<file path="src/rtl/clock_controller_pkg.sv">
// Shared types and default constants for the CPU clock controller and its bench.
package clock_controller_pkg;

  typedef enum logic [1:0] {
    StStep   = 2'd0,
    StRun    = 2'd1,
    StHalted = 2'd2
  } cc_state_e;

  localparam int unsigned DefaultDivide         = 4;
  localparam int unsigned DefaultDebounceCycles = 16;

endpackage

</file>
<file path="src/rtl/input_debouncer.sv">
// Two-flop synchronizer plus debounce counter for a raw asynchronous level input.
module input_debouncer
  import clock_controller_pkg::*;
#(
  parameter int unsigned DEBOUNCE_CYCLES = DefaultDebounceCycles
) (
  input  logic i_CLOCK,
  input  logic i_RESET,
  input  logic i_RAW,
  output logic o_LEVEL,
  output logic o_RISE
);

  // Counter only has to reach DEBOUNCE_CYCLES-2 before the accepting cycle.
  localparam int unsigned CntW = (DEBOUNCE_CYCLES > 2) ? $clog2(DEBOUNCE_CYCLES - 1) : 1;
  localparam logic [CntW-1:0] CntLast =
      CntW'((DEBOUNCE_CYCLES >= 2) ? DEBOUNCE_CYCLES - 2 : 0);

  logic            meta_q, sync_q, level_q, rise_q;
  logic [CntW-1:0] cnt_q;
  logic            cnt_done;

  assign cnt_done = (DEBOUNCE_CYCLES < 2) || (cnt_q == CntLast);

  always_ff @(posedge i_CLOCK) begin
    if (i_RESET) begin
      meta_q  <= 1'b0;
      sync_q  <= 1'b0;
      level_q <= 1'b0;
      rise_q  <= 1'b0;
      cnt_q   <= '0;
    end else begin
      meta_q <= i_RAW;
      sync_q <= meta_q;
      rise_q <= 1'b0;
      if (sync_q != level_q) begin
        if (cnt_done) begin
          level_q <= sync_q;
          rise_q  <= sync_q;
          cnt_q   <= '0;
        end else begin
          cnt_q <= cnt_q + CntW'(1);
        end
      end else begin
        cnt_q <= '0;
      end
    end
  end

  assign o_LEVEL = level_q;
  assign o_RISE  = rise_q;

endmodule

</file>
<file path="src/rtl/clock_controller.sv">
// CPU clock-enable generator: free-run divider, debounced single-step and HALT capture.
module clock_controller
  import clock_controller_pkg::*;
#(
  parameter int unsigned DIVIDE          = DefaultDivide,
  parameter int unsigned DEBOUNCE_CYCLES = DefaultDebounceCycles,
  parameter int unsigned COUNT_WIDTH     = 16
) (
  input  logic                   i_CLOCK,
  input  logic                   i_RESET,
  input  logic                   i_RUN_MODE,
  input  logic                   i_STEP_BUTTON,
  input  logic                   i_HALT,
  output logic                   o_CPU_CE,
  output logic                   o_HALTED,
  output logic [COUNT_WIDTH-1:0] o_CE_COUNT
);

  localparam int unsigned DivW = (DIVIDE > 1) ? $clog2(DIVIDE) : 1;
  localparam logic [DivW-1:0] DivLast = DivW'(DIVIDE - 1);

  cc_state_e              state_q;
  logic [DivW-1:0]        div_q;
  logic                   ce_q, halted_q;
  logic [COUNT_WIDTH-1:0] count_q;
  logic                   step_req, run_level;
  logic                   step_level_unused, run_rise_unused;
  logic                   div_slot;

  input_debouncer #(
    .DEBOUNCE_CYCLES(DEBOUNCE_CYCLES)
  ) u_step_debouncer (
    .i_CLOCK(i_CLOCK),
    .i_RESET(i_RESET),
    .i_RAW  (i_STEP_BUTTON),
    .o_LEVEL(step_level_unused),
    .o_RISE (step_req)
  );

  input_debouncer #(
    .DEBOUNCE_CYCLES(DEBOUNCE_CYCLES)
  ) u_run_debouncer (
    .i_CLOCK(i_CLOCK),
    .i_RESET(i_RESET),
    .i_RAW  (i_RUN_MODE),
    .o_LEVEL(run_level),
    .o_RISE (run_rise_unused)
  );

  assign div_slot = (div_q == DivLast);

  always_ff @(posedge i_CLOCK) begin
    if (i_RESET) begin
      state_q  <= StStep;
      div_q    <= '0;
      ce_q     <= 1'b0;
      halted_q <= 1'b0;
      count_q  <= '0;
    end else begin
      ce_q <= 1'b0;
      unique case (state_q)
        StStep: begin
          div_q <= '0;
          if (step_req && i_HALT) begin
            state_q  <= StHalted;
            halted_q <= 1'b1;
          end else begin
            if (step_req) begin
              ce_q    <= 1'b1;
              count_q <= count_q + COUNT_WIDTH'(1);
            end
            if (run_level) state_q <= StRun;
          end
        end
        StRun: begin
          div_q <= div_slot ? '0 : div_q + DivW'(1);
          if (div_slot && i_HALT) begin
            state_q  <= StHalted;
            halted_q <= 1'b1;
          end else begin
            // A CE due on the same cycle the switch drops is still issued.
            if (div_slot) begin
              ce_q    <= 1'b1;
              count_q <= count_q + COUNT_WIDTH'(1);
            end
            if (!run_level) begin
              state_q <= StStep;
              div_q   <= '0;
            end
          end
        end
        StHalted: begin
          halted_q <= 1'b1;
        end
        default: state_q <= StStep;
      endcase
    end
  end

  assign o_CPU_CE   = ce_q;
  assign o_HALTED   = halted_q;
  assign o_CE_COUNT = count_q;

endmodule
</file>
<file path="config.mk">
export PLATFORM = sky130hd
export DESIGN_NAME = clock_controller
export DESIGN_NICKNAME = d
export VERILOG_FILES = /design/src/rtl/clock_controller_pkg.sv /design/src/rtl/input_debouncer.sv /design/src/rtl/clock_controller.sv
export SDC_FILE = /design/constraint.sdc
export NUM_CORES = 1
export LEC_CHECK = 0
export CAP_MARGIN = 15
export CORE_MARGIN = 2
export CORE_UTILIZATION = 61
export DETAILED_ROUTE_END_ITERATION = 10
export DONT_BUFFER_PORTS = 1
export PLACE_DENSITY = 0.79
export SETUP_SLACK_MARGIN = 0.05
export SYNTH_ARGS = -nofsm -noshare
export SYNTH_HDL_FRONTEND = slang
export SYNTH_SLANG_ARGS = --single-unit
</file>
<file path="constraint.sdc">
create_clock -name i_CLOCK -period 2.1 [get_ports i_CLOCK]
set_clock_uncertainty 0.15 [all_clocks]
set_input_delay 0.42 -clock i_CLOCK [delete_from_list [all_inputs] [get_ports i_CLOCK]]
set_output_delay 0.42 -clock i_CLOCK [all_outputs]
set_load 0.02 [all_outputs]
</file>
==> results of run 1 <==
[per-stage QoR]
step	std cells	power (mW)	cell area (µm²)	hold WS, ns
6_report	214	1.12	1770	0.0560
5_1_grt	214	1.14	1770	0.0547
4_1_cts	214	1.12	1770	0.0539
3_5_place_dp	205	0.735	1690	0.282
3_3_place_gp	205	0.733	1690	0.269
2_1_floorplan	173	0.740	1610	0.264
[flip-flops by register name, summed over array words and instances (netlist names), 2 cells and up]
name                    count
o_CE_COUNT                 16
u_run_debouncer.cnt_q       4
u_step_debouncer.cnt_q      4
div_q                       2
state_q                     2
[worst max-delay path, stage by stage, from the launching register on]
cell and delay, ns:
sky130_fd_sc_hd__dfxtp_1 0.49, sky130_fd_sc_hd__nand4_1 0.17, sky130_fd_sc_hd__or2_1 0.35, sky130_fd_sc_hd__nor4b_2 0.29, sky130_fd_sc_hd__mux2_1 0.34
[Yosys cell counts, drive strengths merged]
master / count / area (µm²)
nand2: 7 / 26.3
dfxtp: 37 / 741
ha: 7 / 87.6
o21ai: 3 / 15.0
and4: 1 / 8.76
nor2b: 6 / 37.5
nor3b: 1 / 7.51
o21ba: 1 / 10.0
nor4: 1 / 6.26
inv: 5 / 18.8
or4: 11 / 82.6
a21oi: 18 / 90.1
nand4: 3 / 18.8
nor4b: 2 / 23.8
xnor2: 4 / 35.0
nor2: 20 / 75.1
o21a: 1 / 7.51
nand3b: 1 / 7.51
a32oi: 1 / 8.76
mux2: 2 / 22.5
nand4b: 1 / 15.0
mux2i: 2 / 20.0
o31ai: 11 / 82.6
nand2b: 1 / 6.26
clkbuf: 4 / 15.0
or3: 3 / 18.8
a22oi: 1 / 7.51
or2: 2 / 12.5
nand3: 7 / 35.0
xor2: 2 / 17.5
o22ai: 1 / 6.26
and3b: 1 / 8.76
buf: 5 / 31.3
[how the worst max path moves through the flow]
stage / start / cells past startpoint / slack (ns) / end
3_5_place_dp: o_CE_COUNT[1] / 5 / 0.21 / o_CE_COUNT[10]
5_1_grt: o_CE_COUNT[6] / 4 / 0.07 / o_CE_COUNT[11]
6_report: o_CE_COUNT[6] / 4 / 0.19 / o_CE_COUNT[15]
3_3_place_gp: div_q[0] / 6 / 0.25 / o_CE_COUNT[15]
4_1_cts: o_CE_COUNT[1] / 5 / 0.17 / o_CE_COUNT[14]
2_1_floorplan: o_CE_COUNT[0] / 6 / 0.17 / o_CE_COUNT[14]
[per-layer routing]
layer	GRT usage	wire length [µm]
met5	0	0
met1	0.239	1230
met3	0.0632	190
met2	0.381	1570
met4	0.115	77
[logic make-up (layout without fill, tap and decap cells)]
family | after synthesis | after routing | share of synthesized area
buffers and inverters | 14 | 25 | 0.0405
adder cells (fa/ha/maj) | 7 | 7 | 0.0545
AO/OA/AOI/OAI | 37 | 37 | 0.142
flip-flops | 37 | 37 | 0.461
AND/OR/NAND/NOR | 68 | 68 | 0.243
XOR/XNOR | 6 | 6 | 0.0327
multiplexers | 4 | 4 | 0.0265
[power by group through the flow]
stage	clock (mW)	sequential, mW	combinational, mW
after floorplan	0	0.724	0.0154
after global placement	0	0.724	0.00894
after detailed placement	0	0.725	0.00986
after CTS	0.392	0.709	0.0200
after global routing	0.411	0.710	0.0221
final	0.388	0.709	0.0197
[what timing repair did]
action / CTS / global route
endpoints found under the hold margin: 26 / 0
hold buffers: 2 / 0
endpoints found under the setup margin: 0 / 2
resized for setup: 0 / 2
[area by class of cell]
type,instances,share of cell area
Clock buffer,7,0.0311
Inverter,5,0.0106
Multi-Input combinational cell,122,0.454
Sequential cell,37,0.418
Tap cell,30,0.0212
Timing Repair Buffer,13,0.0650
==> metrics.cfg, run 1 <==
[routing]
via_per_inst=6.06
drtAntennaViolNets=0
route.detailed.drc=0
detailedRoute.firstIterationViolations=46
routedWlPerCell_um=14.4
detailed_router_iteration_count_before_antenna_repair=4
final_wirelength_um=3070
routed-via-count=1297

[die]
floorplan.initialDensity=0.648
io_pins=23
die_area_um2=3060
chipHeight_um=55.3
floorplan.die.width_um=55.3
area_of_the_placeable_core_um2=2480
placement_rows=18

[pwr]
cellInternalPower_uw=872
cell_leakage_power_nw=0.649
vdd_ir_drop_max_uv=566
power_switching_uw=244
powerDensity_nw_per_um2=631
pwr-share-comb=0.018
pwr-share-seq=0.635
sw_frac_of_total=0.219
pwr-share-clk=0.347

[clock_tree]
number_of_setup_buffers_added_after_cts=0
inserted_clock_buffers=5
clock_insertion_delay_worst_skew_ns=0.35
clk_pin_slew_ns=0.11
tritoncts=yes
clock_tree.root_cell=sky130_fd_sc_hd__clkbuf_4
cts-root-to-sink-buffers=2
cts_sinks=37
cts_htree_levels=2

[global_routing]
overflow=0
number_of_global_route_vias_before_repair=1253
grt_pass1_wl_um=5360
track_usage=0.219
grt_start_max_net_pins=32
antenna_found_initial=0

[yosys]
synthesis_warning_total=0
post_synthesis_sequential_area_ratio=0.461
number_of_instances_in_the_synthesized_netlist=173
number_of_register_bits_inferred_by_synthesis=37
synth.distinct_cells=37
synthesis.area_per_instance_um2=9.29
netlist_area_pre_place_um2=1610
syn-num-nets=185

[timing]
rsz0062_at_grt=no
achievable-frequency_ghz=0.524
finalSetupViolations=0
maxSlewHeadroom=0.394
finalSetupTns_ns=0
hold_fails_final_rpt=0
layout_worst_path_cycle_share=0.908
timing.final.crit_period_ns=1.91
fin_ws_ns=0.193
timing_max_transition_violations_final=0
worst_max_slew_pin_slew_ns=0.906

[placed_design]
preCtsSetupSlack_ns=0.211
detailedPlacementHpwl_um=2170
finalWeightedCongestion=0.794
numPortBuffers=0

[cells_and_area]
final_common_cell=sky130_fd_sc_hd__dfxtp_1
area_of_the_multi_input_gates_um2=803
layout_common_cells=sky130_fd_sc_hd__dfxtp_1, sky130_fd_sc_hd__nor2_1, sky130_fd_sc_hd__a21oi_1
post_route_cells_drive_above_1_share=0.120
nets=196
fillCellCount=200
post-route-util=0.715
register_area_um2=741
syn2layout_area_growth_pct=10.2
antenna_cells_inserted=0

[hold_path]
worst_hold_class=input port to flop
holdPathEnd=u_step_debouncer.meta_q
worst_hold_startpoint=i_STEP_BUTTON
timing.hold.worst_path_depth=1

[critical_path]
endpoint_arrival_time_on_the_critical_path_ns=2.00
r2r.worst_path.cells=4
timing.rr.start=o_CE_COUNT[6]
ff2ff_setup_slack_ns=0.19
worstReg2RegEnd=o_CE_COUNT[15]
worst_ep_required_time_ns=2.19
worstSetupStartpointType=flop
path_class=flop to flop
worst-path-max-fanout=9
endpoint_kind=flop

[outcome]
status=complete, no violations

[flow_run]
cap_violations=0

Note: power is estimated with default switching activity, not from simulation.
==> inputs of run 2 (changes only) <==
--- a/config.mk
+++ b/config.mk
@@ -5,12 +5,14 @@
 export SDC_FILE = /design/constraint.sdc
 export NUM_CORES = 1
 export LEC_CHECK = 0
+export ABC_AREA = 1
 export CAP_MARGIN = 15
+export CORE_ASPECT_RATIO = 0.7
 export CORE_MARGIN = 2
-export CORE_UTILIZATION = 61
+export CORE_UTILIZATION = 55
 export DETAILED_ROUTE_END_ITERATION = 10
 export DONT_BUFFER_PORTS = 1
-export PLACE_DENSITY = 0.79
+export PLACE_DENSITY = 0.75
 export SETUP_SLACK_MARGIN = 0.05
 export SYNTH_ARGS = -nofsm -noshare
 export SYNTH_HDL_FRONTEND = slang
==> constraint.sdc (replaced) <==
create_clock -name i_CLOCK -period 1.65 [get_ports i_CLOCK]
set_clock_uncertainty 0.15 [all_clocks]
set_input_delay 0.33 -clock i_CLOCK [delete_from_list [all_inputs] [get_ports i_CLOCK]]
set_output_delay 0.33 -clock i_CLOCK [all_outputs]
set_load 0.02 [all_outputs]
==> run 2 against run 1 <==
- area after synthesis is 8.1% higher
- sequential power grew 27%
- the flow now finishes with violations (hold timing)
- clock-buffer cell count shrank 1
- synthesized cell count grew 32%
- highest routed layer unchanged
- power is 57% higher
- register-to-register slack worse by 0.14 ns
==> metrics.cfg, run 2 <==
[pwr]
cellInternalPower_mw=1.40  ; was 872 µW
pwr-share-seq=0.513  ; was 0.635
power_switching_uw=356  ; was 244 µW
powerDensity_nw_per_um2=807  ; was 631 nW/µm²
pwr-share-comb=0.015  ; was 0.018
vdd_ir_drop_max_uv=546  ; was 566 µV
sw_frac_of_total=0.202  ; was 0.219
cell_leakage_power_nw=0.891  ; was 0.649 nW
pwr-share-clk=0.472  ; was 0.347

[critical_path]
worst-path-max-fanout=5  ; was 9
endpoint_kind=flop  ; unchanged
path_class=flop to flop  ; unchanged
ff2ff_setup_slack_ns=0.06  ; was 0.19 ns
worstReg2RegEnd=o_CE_COUNT[15]  ; unchanged
timing.rr.start=div_q[0]  ; was o_CE_COUNT[6]
endpoint_arrival_time_on_the_critical_path_ns=1.64  ; was 2.00 ns
worstSetupStartpointType=flop  ; unchanged
worst_ep_required_time_ns=1.70  ; was 2.19 ns
r2r.worst_path.cells=10  ; was 4

[die]
io_pins=23  ; unchanged
area_of_the_placeable_core_um2=3080  ; was 2480 µm²
floorplan.die.width_um=71.2  ; was 55.3 µm
die_area_um2=3630  ; was 3060 µm²
floorplan.initialDensity=0.563  ; was 0.648
placement_rows=17  ; was 18
chipHeight_um=51.0  ; was 55.3 µm

[timing]
finalSetupViolations=0  ; unchanged
rsz0062_at_grt=yes  ; was no
finalSetupTns_ns=0  ; unchanged
worst_max_slew_pin_slew_ns=0.397  ; was 0.906 ns
layout_worst_path_cycle_share=0.966  ; was 0.908
hold_fails_final_rpt=15  ; was 0
achievable-frequency_ghz=0.628  ; was 0.524 GHz
timing.final.crit_period_ns=1.59  ; was 1.91 ns
timing_max_transition_violations_final=0  ; unchanged
maxSlewHeadroom=0.735  ; was 0.394
fin_hold_ws_ns=-0.0627  ; was 0.0560 ns

[yosys]
synth_commonest_cells=sky130_fd_sc_hd__nand2_1, sky130_fd_sc_hd__nor2_1, sky130_fd_sc_hd__dfxtp_1  ; was sky130_fd_sc_hd__dfxtp_1, sky130_fd_sc_hd__nor2_1, sky130_fd_sc_hd__a21oi_1
ys.flop_type=sky130_fd_sc_hd__dfxtp_1  ; unchanged
synthesis_warning_total=0  ; unchanged
synth.distinct_cells=23  ; was 37
number_of_instances_in_the_synthesized_netlist=229  ; was 173
post-synth-top-area-cell=sky130_fd_sc_hd__dfxtp_1  ; unchanged
synth_top_area_frac=0.427  ; was 0.461
synth-async-reset-ratio=0  ; unchanged
post_synthesis_sequential_area_ratio=0.427  ; was 0.461
syn-num-nets=241  ; was 185
number_of_register_bits_inferred_by_synthesis=37  ; unchanged
netlist_area_pre_place_um2=1740  ; was 1610 µm²
synthesis.area_per_instance_um2=7.58  ; was 9.29 µm²
post-synth-top-count-cell=sky130_fd_sc_hd__nand2_1  ; was sky130_fd_sc_hd__dfxtp_1
synth-edff-count=0  ; unchanged
synth_area_leaders=sky130_fd_sc_hd__dfxtp_1, sky130_fd_sc_hd__nand2_1, sky130_fd_sc_hd__nor2_1, sky130_fd_sc_hd__a21oi_1, sky130_fd_sc_hd__ha_1  ; was sky130_fd_sc_hd__dfxtp_1, sky130_fd_sc_hd__a21oi_1, sky130_fd_sc_hd__ha_1, sky130_fd_sc_hd__o31ai_1, sky130_fd_sc_hd__or4_1

[clock_tree]
clock_insertion_delay_worst_skew_ns=0.30  ; was 0.35 ns
inserted_clock_buffers=5  ; unchanged
tritoncts=yes  ; unchanged
cts_hold_repair.buffers=4  ; was 2
clk_pin_slew_ns=0.08  ; was 0.11 ns
cts_sinks=37  ; unchanged
cts-root-to-sink-buffers=2  ; unchanged
clock_tree.root_cell=sky130_fd_sc_hd__clkbuf_8  ; was sky130_fd_sc_hd__clkbuf_4
cts_htree_levels=2  ; unchanged

[placed_design]
detailedPlacementHpwl_um=2320  ; was 2170 µm
numPortBuffers=0  ; unchanged
placedCellCount=278  ; was 205
finalWeightedCongestion=0.826  ; was 0.794

[cells_and_area]
post_route_cells_drive_above_1_share=0.242  ; was 0.120
post-route-util=0.706  ; was 0.715
largest_reg_flops=16  ; unchanged
fin_cells=294  ; was 214
antenna_cells_inserted=0  ; unchanged
layout_common_cells=sky130_fd_sc_hd__nand2_1, sky130_fd_sc_hd__nor2_1, sky130_fd_sc_hd__dfxtp_1  ; was sky130_fd_sc_hd__dfxtp_1, sky130_fd_sc_hd__nor2_1, sky130_fd_sc_hd__a21oi_1
final_common_cell=sky130_fd_sc_hd__nand2_1  ; was sky130_fd_sc_hd__dfxtp_1
syn2layout_area_growth_pct=25.4  ; was 10.2%
fillCellCount=255  ; was 200
nets=267  ; was 196

[global_routing]
antenna_found_initial=0  ; unchanged
overflow=0  ; unchanged
grt_start_max_net_pins=21  ; was 32
track_usage=0.185  ; was 0.219
number_of_global_route_vias_before_repair=1159  ; was 1253
grt_pass1_wl_um=5120  ; was 5360 µm

[routing]
detailed_router_iteration_count_before_antenna_repair=4  ; unchanged
detailedRoute.firstIterationViolations=110  ; was 46
drtAntennaViolNets=0  ; unchanged
final_wirelength_um=3730  ; was 3070 µm
via_per_inst=5.17  ; was 6.06
routed-via-count=1520  ; was 1297
routedWlPerCell_um=12.7  ; was 14.4 µm
route.detailed.drc=0  ; unchanged

[outcome]
status=finished, violations left  ; was complete, no violations
failing_checks=hold timing

[hold_path]
timing.hold.worst_path_depth=1  ; unchanged
holdPathEnd=div_q[0]  ; was u_step_debouncer.meta_q
worst_hold_startpoint=i_RESET  ; was i_STEP_BUTTON
worst_hold_class=input port to flop  ; unchanged

[flow_run]
cap_violations=0  ; unchanged

==> run 2: cell count changes after synthesis, sizes merged, moves of 3 or more <==
cell / previous run / this run
nand3: 7 / 21
nor2: 20 / 44
nand2: 7 / 52
xor2: 2 / 8
inv: 5 / 23
nor2b: 6 / 0
or3: 3 / 0
o31ai: 11 / 0
or4: 11 / 0
==> run 2: area by class of cell <==
cell class / instances / area [µm²] / share of cell area
multi-input combinational: 164 / 935 / 0.429
tap: 38 / 47.5 / 0.0218
clock inverter: 2 / 37.5 / 0.0172
sequential: 37 / 748 / 0.344
inverter: 23 / 88.8 / 0.0408
timing repair buffer: 24 / 238 / 0.109
clock buffer: 6 / 82.6 / 0.0379
==> run 2: cell families after synthesis <==
| family | count (synthesis) | synth area share |
|---|---|---|
| compound gates | 25 | 0.0735 |
| simple gates | 122 | 0.326 |
| buf+inv | 28 | 0.0735 |
| fa+ha+maj | 7 | 0.0504 |
| xor+xnor | 10 | 0.0504 |
| flops | 37 | 0.427 |
==> run 2: critical path, cell delays in order (launching register included) <==
cell                        delay, ns
sky130_fd_sc_hd__dfxtp_4         0.37
sky130_fd_sc_hd__ha_4            0.17
sky130_fd_sc_hd__nand2_4         0.08
sky130_fd_sc_hd__inv_4           0.04
sky130_fd_sc_hd__nand2_4         0.08
sky130_fd_sc_hd__nand2_4         0.06
sky130_fd_sc_hd__nor2_4          0.17
sky130_fd_sc_hd__clkbuf_16       0.18
sky130_fd_sc_hd__nand3_2         0.07
sky130_fd_sc_hd__nand2_1         0.07
sky130_fd_sc_hd__nor2_1          0.04
==> run 2: power by group through the flow <==
stage	Clock, mW	Combinational [mW]	Sequential [mW]
after floorplan	0	0.0248	0.922
after global placement	0	0.0190	0.923
after detailed placement	0	0.0198	0.923
after CTS	0.835	0.0259	0.902
after global routing	0.870	0.0302	0.900
final	0.829	0.0266	0.900
==> run 2: how the worst max path moves through the flow <==
| stage | start | end | cells past startpoint | slack [ns] |
|---|---|---|---|---|
| 6_report | div_q[0] | o_CE_COUNT[15] | 10 | 0.06 |
| 5_1_grt | div_q[0] | o_CE_COUNT[15] | 10 | -0.01 |
| 4_1_cts | o_CE_COUNT[0] | o_CE_COUNT[14] | 8 | 0.06 |
| 3_5_place_dp | div_q[0] | o_CE_COUNT[8] | 10 | 0.07 |
| 3_3_place_gp | o_CE_COUNT[0] | o_CE_COUNT[14] | 8 | 0.09 |
| 2_1_floorplan | o_CE_COUNT[0] | o_CE_COUNT[14] | 8 | 0.06 |
==> run 2: per-stage QoR <==
stage | setup WS [ns] | power (mW) | cell area, µm²
after floorplan | 0.0590 | 0.947 | 1740
after global placement | 0.0942 | 0.942 | 1880
after detailed placement | 0.0682 | 0.942 | 1880
after CTS | 0.0590 | 1.76 | 2040
after global routing | -0.0121 | 1.80 | 2180
final | 0.0566 | 1.76 | 2180
==> run 2: routing by layer <==
layer | global-route usage | up-vias | wire length [µm]
li1 | - | 778 | -
met1 | 0.263 | 671 | 1760
met2 | 0.247 | 57 | 1520
met3 | 0.0671 | 14 | 339
met4 | 0.0849 | 0 | 119
met5 | 0 | - | 0
==> run 2: what timing repair did <==
item	in CTS	in global routing
buffers inserted	0	2
resized for setup	0	21
endpoints found under the hold margin	19	15
endpoints found under the setup margin	0	16
